## src/rtl/mem_port_arbiter.sv

```systemverilog
// mem_port_arbiter: shares one memory port between an instruction-fetch
// requester (0) and a data requester (1). Simultaneous requests alternate
// between the two requesters. Each transaction ends with a one-cycle done
// pulse, or with a one-cycle err pulse when memory does not answer in time.
module mem_port_arbiter #(
  parameter int WIDTH   = 32,
  parameter int TIMEOUT = 15
) (
  input  logic             clk,
  input  logic             rst,
  input  logic             req0,
  input  logic             req1,
  input  logic [WIDTH-1:0] addr0,
  input  logic [WIDTH-1:0] addr1,
  input  logic [WIDTH-1:0] wdata0,
  input  logic [WIDTH-1:0] wdata1,
  input  logic             we0,
  input  logic             we1,
  output logic             done0,
  output logic             done1,
  output logic             err0,
  output logic             err1,
  output logic [WIDTH-1:0] rdata,
  output logic             mem_req,
  output logic [WIDTH-1:0] mem_addr,
  output logic [WIDTH-1:0] mem_wdata,
  output logic             mem_we,
  input  logic             mem_ready,
  input  logic [WIDTH-1:0] mem_rdata,
  output logic             owner_sel
);

  localparam int CW = $clog2(TIMEOUT + 1);
  localparam logic [CW-1:0] CNT_ZERO  = CW'(0);
  localparam logic [CW-1:0] CNT_ONE   = CW'(1);
  localparam logic [CW-1:0] CNT_LIMIT = CW'(TIMEOUT);

  typedef enum logic [1:0] {
    IDLE  = 2'b00,
    BUSY0 = 2'b01,
    BUSY1 = 2'b10
  } state_t;

  state_t          state_r;
  logic [CW-1:0]   cnt_r;
  logic            last_grant_r;  // 1: requester 1 was the last one served
  logic [CW-1:0]   cnt_inc_s;
  logic            grant0_s;
  logic            grant1_s;
  logic            unused_we0_s;

  // Requester 0 is a fetch port: its write enable is deliberately ignored.
  assign unused_we0_s = we0;

  // Arbitration decision and next wait count for the current cycle
  always_comb begin
    cnt_inc_s = cnt_r + CNT_ONE;
    grant0_s  = 1'b0;
    grant1_s  = 1'b0;
    if (req0 && (!req1 || last_grant_r)) begin
      grant0_s = 1'b1;
    end else if (req1) begin
      grant1_s = 1'b1;
    end else begin
      grant0_s = 1'b0;
      grant1_s = 1'b0;
    end
  end

  // Control FSM with registered memory-port, read-data and status outputs
  always_ff @(posedge clk or posedge rst) begin
    if (rst) begin
      state_r      <= IDLE;
      cnt_r        <= CNT_ZERO;
      last_grant_r <= 1'b1;
      owner_sel    <= 1'b1;
      mem_req      <= 1'b0;
      mem_we       <= 1'b0;
      mem_addr     <= {WIDTH{1'b0}};
      mem_wdata    <= {WIDTH{1'b0}};
      rdata        <= {WIDTH{1'b0}};
      done0        <= 1'b0;
      done1        <= 1'b0;
      err0         <= 1'b0;
      err1         <= 1'b0;
    end else begin
      // Status outputs are single-cycle pulses unless set below.
      done0 <= 1'b0;
      done1 <= 1'b0;
      err0  <= 1'b0;
      err1  <= 1'b0;
      case (state_r)
        IDLE: begin
          // mem_ready is not looked at here: a stray ready in IDLE is ignored.
          if (grant0_s) begin
            state_r      <= BUSY0;
            mem_req      <= 1'b1;
            mem_addr     <= addr0;
            mem_wdata    <= wdata0;
            mem_we       <= 1'b0;
            owner_sel    <= 1'b1;
            last_grant_r <= 1'b0;
            cnt_r        <= CNT_ZERO;
          end else if (grant1_s) begin
            state_r      <= BUSY1;
            mem_req      <= 1'b1;
            mem_addr     <= addr1;
            mem_wdata    <= wdata1;
            mem_we       <= we1;
            owner_sel    <= 1'b0;
            last_grant_r <= 1'b1;
            cnt_r        <= CNT_ZERO;
          end else begin
            state_r <= IDLE;
          end
        end
        BUSY0, BUSY1: begin
          // Requester inputs are not consulted: the latched request runs to
          // completion or timeout even if the requester drops or changes it.
          if (mem_ready) begin
            // Ready wins over timeout when both happen on the same cycle.
            state_r <= IDLE;
            mem_req <= 1'b0;
            done0   <= (state_r == BUSY0);
            done1   <= (state_r == BUSY1);
            if (!mem_we) begin
              rdata <= mem_rdata;
            end else begin
              rdata <= rdata;
            end
          end else if (cnt_inc_s == CNT_LIMIT) begin
            state_r <= IDLE;
            mem_req <= 1'b0;
            err0    <= (state_r == BUSY0);
            err1    <= (state_r == BUSY1);
            cnt_r   <= cnt_inc_s;
          end else begin
            cnt_r <= cnt_inc_s;
          end
        end
        default: begin
          state_r <= IDLE;
          mem_req <= 1'b0;
        end
      endcase
    end
  end

endmodule

```

## config.mk

```make
export PLATFORM = sky130hd
export DESIGN_NAME = mem_port_arbiter
export DESIGN_NICKNAME = d
export VERILOG_FILES = /design/src/rtl/mem_port_arbiter.sv
export SDC_FILE = /design/constraint.sdc
export NUM_CORES = 1
export LEC_CHECK = 0
export ABC_AREA = 1
export CORE_MARGIN = 1.5
export CORE_UTILIZATION = 38
export CTS_CLUSTER_DIAMETER = 80
export CTS_CLUSTER_SIZE = 12
export DETAILED_ROUTE_END_ITERATION = 7
export GPL_ROUTABILITY_DRIVEN = 0
export PLACE_DENSITY = 0.8
export RECOVER_POWER = 25
export SETUP_SLACK_MARGIN = 0.05
export SLEW_MARGIN = 5
export SYNTH_ARGS = -nofsm -noshare
export SYNTH_HDL_FRONTEND = slang
export SYNTH_SLANG_ARGS = --single-unit
```

## constraint.sdc

```tcl
create_clock -name clk -period 4.5 [get_ports clk]
set_input_delay 0.9 -clock clk [delete_from_list [all_inputs] [get_ports clk]]
set_output_delay 0.9 -clock clk [all_outputs]
set_load 0.01 [all_outputs]
```

==> summary.md, run 1 <==
* 4 — Crit path buffers/inverters
* 4 — detailed-router iteration count before antenna repair
* 2.59 ns — Min Clock Period, post-route
* finished clean — result of the run
* 0 — warnings from Yosys
* 0.386 GHz — Max Fclk
* clkdlybuf4s50_1 — most common cell after layout, fill and taps aside
* 0.07 ns — clock slew at the register clock pins of the worst setup and hold paths
* 0 — DRT antenna net count
* 0.34 ns — insertion delay to the later sink of the worst-skew pair
* 4.67 — number of vias per cell
* 268 — number of buffers added on ports
* 4730 um^2 — cell area after synthesis
* 0 — gr ovfl total
* 12100 um^2 — core area
* 9 — clock buffers created by TritonCTS
* 57.6% — final period utilization
* met4 — highest metal used
* 21.1 mm — first-pass GRT wire length
* 3 — H-tree level count
* 110 — Clock Sinks
* clkbuf_16 — cell at the root of the clock tree
* 0 — number of maximum-capacitance violations
* 4338 — via total after detailed routing
* 40 — standard-cell rows
* yes — CTS tree
* 11.2% — layout cells sized above 1
* 1.06 mm — met3 wire length
* 3.48 nW — Leak Pwr
* 0 — residual DRC count
* 0 — final hold violation count
* nor2_4 — crit path max-delay cell type
* 58.3% — portion of the post-synthesis area used by sequential elements
* 270 — number of top-level pins
* 0.893 ns — actual slew at the worst max-slew pin
* 9.61 um^2 — Mapped Avg Cell Area
* 6.80 mm — met2 wirelength from detailed routing
* 20.6% — Overall Global Routing Usage
* 4.77 ns — Worst EP required
* 0.000259 V — Peak supply drop
* 2 — number of buffers on the longest clock path
* 74 — pin count of the biggest net entering global routing
* flop to flop — Hold/Removal Path Class
* 0 — final antenna diode count
* 13100 um^2 — total die area
* 110 — FF+latch count, synth
* 13.5 mm — Routed Wire Length
* 0 — Finish-stage setup viols
* 0.00505 W — total power consumption of the routed design
* 24 — Cell variety after synth
* 0.0106 ns — clock tree skew after final layout
* 4369 — vias in the first global route
* 0 — antenna violations before repair
* 57.2% — proportion of netlist area held by the largest area contributor
* 0 — pins over their slew limit
* false — unrepaired setup endpoints after global routing
* input pin — nature of the critical path startpoint
* 115 um — Die X-Extent
* 0 — number of setup buffers added after CTS
* 254 — first-iteration detailed-routing DRC count
* 927 — total number of nets in the final design
* dfrtp_1 — largest area contributor in the netlist
* dfrtp_1, nand2_1, mux2_2 — leading post-synthesis cells by cell area
* 643 nW/um^2 — areal power density over the cells
* 0 — number of hold buffers added after CTS
* 0 ns — final total negative setup slack
* 10.1 mm — final HPWL from detailed placement
* clkdlybuf4s50_1, nand2_1, dfrtp_1 — top library cells by usage in the layout, fill and taps aside
* 664 — Synthesized Nets
* 40 — highest net fanout along the worst path
* 40.5% — Slew HR
* clkdlybuf4s50_1 > inv_2 > a21oi_4 > inv_2 > nor2_4 > buf_12 > nand2_1 > nand3_1 — cells along the critical path
* inv_2 — CP most frequent cell
* 115 um — die boundary height
* 39.2% — Starting Density
* 2.86 ns — Worst Path Arrival
* input pin to flop — Setup Crit Path Kind
* 492 — Synth Instances
* 14.5 um — wire length per cell after detailed routing
* 5.32 mm — DRT met1 WL
* 0.63 ns — worst stage delay on the critical path
* 0 — Resized cells post-CTS
* flop — capturing element type of the critical path
* buffers and inverters — cell family with most CP delay
* 66.1% — Area growth, synth to finish
-- flip-flops by register name, indices dropped and copies added (netlist names), 2 cells and up --
signal	count
mem_addr	32
mem_wdata	32
state_r	2
rdata	32
cnt_r	4
-- path summary, 6_finish.rpt --
path	slack, ns	cells past startpoint	end	from
max	1.91	8	mem_wdata[29]	req1
min	0.48	2	mem_req	mem_req
max reg2reg	2.27	9	mem_wdata[29]	state_r[1]
min reg2reg	0.48	2	mem_req	mem_req
max in group asynchronous	2.35	3	mem_addr[13]	rst
min in group asynchronous	1.23	2	mem_addr[8]	rst
-- cell type report --
type	instances	area (um^2)
fillers	963	4210
inverters	20	77.6
repair buffers	275	2750
clock inverters	6	61.3
multi-input cells	339	1770
flip-flops and latches	110	2760
clock buffers	10	229
well taps	168	210
-- power breakdown --
part | total (W) | switching [W] | leakage (nW) | internal (W)
combinational | 0.00255 | 0.00118 | 2.00 | 0.00136
sequential | 0.00172 | 0.000245 | 1.34 | 0.00148
clock | 0.000780 | 0.000349 | 0.143 | 0.000431
-- per-layer routing --
metal,GRT usage (%),vias up
li1,-,2102
met1,23.8,2037
met5,0,-
met4,7.50,0
met2,36.6,177
met3,5.66,22
-- metrics by stage --
stage                     util (%)  hold WS (ns)  instance area, um^2  worst slack, ns  cells
final                         65.1         0.478                 7850             1.91    928
after global routing          65.1         0.507                 7850             1.82    928
after CTS                     65.1         0.483                 7850             1.91    928
after detailed placement      62.7         0.467                 7560             1.55    912
after global placement        62.7         0.460                 7560             1.65    912
after floorplan                  -         0.483                 4730            0.701    492
-- cells by family after synthesis --
family | Yosys count | synth area share, %
buffers and inverters | 43 | 4.34
multiplexers | 32 | 7.63
adder cells (fa/ha/maj) | 5 | 1.32
AO/OA/AOI/OAI | 14 | 1.88
AND/OR/NAND/NOR | 288 | 26.5
flip-flops | 110 | 58.3
-- worst min-delay path, delay by kind of cell, from the launching register on --
kind | cells | cell delay [ns]
DFF | 1 | 0.35
and+or+nand+nor | 2 | 0.10
-- Yosys cell counts, drive strengths merged --
cell type	instances
nand2	212
dfrtp	108
nand3	67
mux2	32
buf	22
inv	20
o21ai	10
nor2	7
ha	5
a21oi	2
dfstp	2
clkbuf	1
nand4	1
nor3	1
o21bai	1
o22ai	1
Power figures use the tool's default switching activity.
==> run 2, diff against run 1 <==
- CORE_UTILIZATION: 38 -> 35
- PLACE_DENSITY: 0.8 -> 0.78
- clock period: 4.5 -> 2.2 ns (I/O delays scaled with it)
==> run 2 against run 1 <==
Against the previous run: routed wire length increased by 0.79%; clock-buffer cell count is 1 higher; non-clock buffer count up 1; register-to-register slack got worse by 1.8 ns; flip-flop and latch count did not move; final area increased by 1.1%; die area grew 8.3%; utilization fell by 4.9 points; via count grew 1.1%; sequential share of layout area is 0.37 points lower; combinational power up 110%; clock skew down 0.0058 ns; critical path type is now flop to primary output; critical endpoint is now owner_sel.
==> summary.md, run 2 (synthesized netlist as in run 1, its figures left out) <==
* mem_addr: 32 flops, mem_wdata: 32 flops, rdata: 32 flops — registers with the most flip-flops
* 6.76 mm — met2 wirelength from detailed routing
* flop to primary output — Setup Crit Path Kind
* 1102 — Fill cells
* 0.227 ns — pre-CTS WS
* 0 — number of hold buffers added after CTS
* 19.2% — Overall Global Routing Usage
* met4 — highest metal used
* 4.69 — number of vias per cell
* 1 — Crit path buffers/inverters
* flop to flop — Hold/Removal Path Class
* 119 um — Die X-Extent
* 14200 um^2 — total die area
* 0.06 ns — clock slew at the register clock pins of the worst setup and hold paths
* 3 — H-tree level count
* 0 — DRT antenna net count
* 6 — detailed-router iteration count before antenna repair
* 0.50 ns — flop2flop setup slack
* dfstp_2 — crit path max-delay cell type
* flip-flops — cell family with most CP delay
* 1.42 ns — Worst Path Arrival
* 9 — clock buffers created by TritonCTS
* 0 ns — final total negative setup slack
* 0 — final antenna diode count
* 0 — number of setup buffers added after CTS
* primary output — capturing element type of the critical path
* 111 — pin count of the biggest net entering global routing
* 67.9% — Area growth, synth to finish
* 133 — first-iteration detailed-routing DRC count
* clkdlybuf4s50_1 — cells along the critical path
* 2 — highest net fanout along the worst path
* 0.539 GHz — Max Fclk
* flop — nature of the critical path startpoint
* false — unrepaired setup endpoints after global routing
* 0 — gr ovfl total
* 0.581 ns — actual slew at the worst max-slew pin
* 0 — Resized cells post-CTS
* clkdlybuf4s50_1, nand2_1, dfrtp_1 — top library cells by usage in the layout, fill and taps aside
* 0.00477 ns — clock tree skew after final layout
* 0 — pins over their slew limit
* 13200 um^2 — core area
* 0 — Finish-stage setup viols
* 1.86 ns — Min Clock Period, post-route
* clkdlybuf4s50_1 — most common cell after layout, fill and taps aside
* finished clean — result of the run
* 0.343 ns — worst path setup slack after routing
* 11.3% — layout cells sized above 1
* 928 — total number of nets in the final design
* 13.6 mm — Routed Wire Length
* 110 — Clock Sinks
* 42 — standard-cell rows
* 0 — antenna violations before repair
* 0 — residual DRC count
* 935 um — met3 wire length
* 936 — non-filler cells, final
* 2 — number of buffers on the longest clock path
* 1320 nW/um^2 — areal power density over the cells
* 5.51 mm — DRT met1 WL
* 0 — number of maximum-capacitance violations
* 35.8% — Starting Density
* 84.4% — final period utilization
* 0.55 ns — worst stage delay on the critical path
* clkbuf_16 — cell at the root of the clock tree
* 0.000574 V — Peak supply drop
* 61.3% — Slew HR
* 3.50 nW — Leak Pwr
* yes — CTS tree
* 4370 — vias in the first global route
* 270 — number of top-level pins
* 268 — number of buffers added on ports
* 921 — dpl cells
* 14.5 um — wire length per cell after detailed routing
* 0.35 ns — insertion delay to the later sink of the worst-skew pair
* 21.5 mm — first-pass GRT wire length
* 119 um — die boundary height
* 0 — final hold violation count
* 4387 — via total after detailed routing
* 10.1 mm — final HPWL from detailed placement
* 1.76 ns — Worst EP required
[run 2: cell types whose count changed in the layout (fill, tap and decap cells not counted), sizes merged]
cell           change
inv                -2
buf                +1
clkinv             -1
dlygate4sd3        -1
clkdlybuf4s50      +1
clkbuf             +1
clkinvlp           +1
[run 2: cell type report]
cell class,instances,area [um^2],area share (%)
timing repair buffer,276,2820,35.5
sequential,110,2760,34.7
multi-input combinational,339,1780,22.4
clock buffer,11,243,3.06
tap,176,220,2.78
inverter,20,76.3,0.962
clock inverter,4,47.5,0.599
[run 2: final timing paths]
kind,from,endpoint,depth (start not counted)
worst min register to register,mem_req,mem_req,2
min in group asynchronous,rst,mem_addr[4],3
worst max register to register,state_r[0],mem_addr[26],9
worst min-delay path,mem_req,mem_req,2
max in group asynchronous,rst,mem_addr[23],3
worst max-delay path,owner_sel,owner_sel,1
[run 2: per-stage QoR]
step	total power [W]	utilization, %	instance area, um^2	hold WS (ns)
6_report	0.0105	60.2	7940	0.489
3_3_place_gp	0.00878	58.0	7650	0.473
2_1_floorplan	0.00609	-	4730	0.483
4_1_cts	0.0106	60.2	7940	0.491
5_1_grt	0.0112	60.2	7940	0.515
3_5_place_dp	0.00895	58.0	7650	0.476
[run 2: power by group]
group	leakage [nW]	total (W)	switching [W]	internal, W
clock network	0.141	0.00161	0.000707	0.000904
registers	1.34	0.00356	0.000532	0.00303
logic	2.02	0.00531	0.00243	0.00289
total	3.50	0.0105	0.00367	0.00682
[run 2: routing by layer]
metal | up-vias | track usage, %
met5 | - | 0
met4 | 0 | 8.96
met3 | 28 | 4.69
met2 | 168 | 33.3
met1 | 2092 | 22.4
li1 | 2099 | -
==> run 3, diff against run 2 <==
- CORE_UTILIZATION: 35 -> 38
- PLACE_DENSITY: 0.78 -> 0.8
- clock period: 2.2 -> 1.9 ns (I/O delays scaled with it)
==> run 3 against run 2 <==
Against the previous run: final area up 0.17%; clock-buffer cell count up 3; combinational power up 17%; worst setup slack worse by 0.25 ns; clock power up 14%; non-clock buffer count up 4.
==> summary.md, run 3 (synthesized netlist as in run 1, its figures left out) <==
* 40 — standard-cell rows
* 0.07 ns — clock slew at the register clock pins of the worst setup and hold paths
* 4427 — via total after detailed routing
* 34.6% — Slew HR
* 0.35 ns — insertion delay to the later sink of the worst-skew pair
* false — unrepaired setup endpoints after global routing
* 268 — number of buffers added on ports
* yes — CTS tree
* 39.2% — Starting Density
* 4.74 — number of vias per cell
* 1.42 ns — Worst Path Arrival
* 2 — number of buffers on the longest clock path
* 0 — final antenna diode count
* 932 — total number of nets in the final design
* 115 um — Die X-Extent
* 1770 um^2 — area used by multi-input combinational logic
* 7950 um^2 — cell area after layout
* flop to primary output — Setup Crit Path Kind
* 0.981 ns — actual slew at the worst max-slew pin
* 0.0116 ns — clock tree skew after final layout
* 7670 um^2 — area post-placement
* clkdlybuf4s50_1 — most common cell after layout, fill and taps aside
* 1.80 ns — Min Clock Period, post-route
* 188 — first-iteration detailed-routing DRC count
* 0 — number of maximum-capacitance violations
* 0 — Finish-stage setup viols
* 65.9% — share of the core filled with cells in the final layout
* 12100 um^2 — core area
* 0.0122 W — total power consumption of the routed design
* 11.6% — layout cells sized above 1
* 0 — number of hold buffers added after CTS
* 110 — Clock Sinks
* 1 — Crit path buffers/inverters
* 0.555 GHz — Max Fclk
* 0 — antenna violations before repair
* 71 — pin count of the biggest net entering global routing
* 0.0668 ns — pre-CTS WS
* buffers and inverters — cell family with most CP delay
* 2760 um^2 — area used by sequential logic in the layout
* 68.2% — Area growth, synth to finish
* flop to flop — Hold/Removal Path Class
* 0 — final hold violation count
* 0 — gr ovfl total
* 0 — DRT antenna net count
* 4498 — vias in the first global route
* 2 — highest net fanout along the worst path
* 14.7 um — wire length per cell after detailed routing
* clkdlybuf4s50_1, nand2_1, dfrtp_1 — top library cells by usage in the layout, fill and taps aside
* 1.52 ns — Worst EP required
* 13100 um^2 — total die area
* 951 — Fill cells
* 0.0968 ns — worst path setup slack after routing
* clkdlybuf4s50_1 — cells along the critical path
* 0 — pins over their slew limit
* flop — nature of the critical path startpoint
* 0 — Resized cells post-CTS
* 13.7 mm — Routed Wire Length
* mem_addr: 32 flops, mem_wdata: 32 flops, rdata: 32 flops — registers with the most flip-flops
* 10.3 mm — final HPWL from detailed placement
* 1530 nW/um^2 — areal power density over the cells
* 4 — detailed-router iteration count before antenna repair
* clkdlybuf4s50_1 — crit path max-delay cell type
* 21.0% — Overall Global Routing Usage
* 115 um — die boundary height
* 270 — number of top-level pins
* finished clean — result of the run
* 0 ns — final total negative setup slack
* 3.51 nW — Leak Pwr
* 0.56 ns — worst stage delay on the critical path
* 21.4 mm — first-pass GRT wire length
* 9 — clock buffers created by TritonCTS
* clkbuf_16 — cell at the root of the clock tree
* 3 — H-tree level count
* primary output — capturing element type of the critical path
* 0.000647 V — Peak supply drop
* 0 — number of setup buffers added after CTS
* 0 — residual DRC count
* 94.9% — final period utilization
==> run 3: cell types whose count changed in the layout (fill, tap and decap cells not counted), moves of 2 or more <==
cell,before,now
clkinv_2,2,0
buf_4,2,4
clkinvlp_4,1,3
clkbuf_8,1,3
==> run 3: worst paths after layout <==
| path | from | end | slack [ns] | cells past startpoint |
|---|---|---|---|---|
| max | owner_sel | owner_sel | 0.1 | 1 |
| min | mem_req | mem_req | 0.49 | 2 |
| max reg2reg | state_r[0] | mem_wdata[22] | 0.25 | 8 |
| min reg2reg | mem_req | mem_req | 0.49 | 2 |
| max in group asynchronous | rst | mem_addr[7] | 0.43 | 3 |
| min in group asynchronous | rst | mem_wdata[2] | 0.84 | 3 |
==> run 3: area by class of cell <==
cell class | count | area share [%]
timing repair buffer | 280 | 35.8
sequential | 110 | 34.7
multi-input combinational | 339 | 22.3
clock buffer | 14 | 3.45
tap | 168 | 2.64
inverter | 20 | 0.992
clock inverter | 2 | 0.189
==> run 3: worst min-delay path, cell delays in order, from the launching register on <==
cell and delay (ns):
dfrtp_1 0.35, nand2_1 0.05, nand2_1 0.06
==> run 3: metal layers <==
layer  vias to the layer above  wire length [um]  track usage (%)
met1                      2086              5280             23.9
met5                         -                 0                0
met3                        18              1280             7.04
met4                         0               256             6.67
met2                       214              6870             37.2
li1                       2109                 -                -
==> run 3: stage by stage <==
stage	instances	hold slack, ns
after global placement	917	0.460
final	933	0.490
after CTS	933	0.498
after detailed placement	917	0.481
after global routing	933	0.517
after floorplan	492	0.480
==> run 3: power by group <==
part           leakage, nW  internal, W  switching, W
Sequential            1.34      0.00350      0.000604
Clock                0.135      0.00100      0.000830
Combinational         2.04      0.00339       0.00283
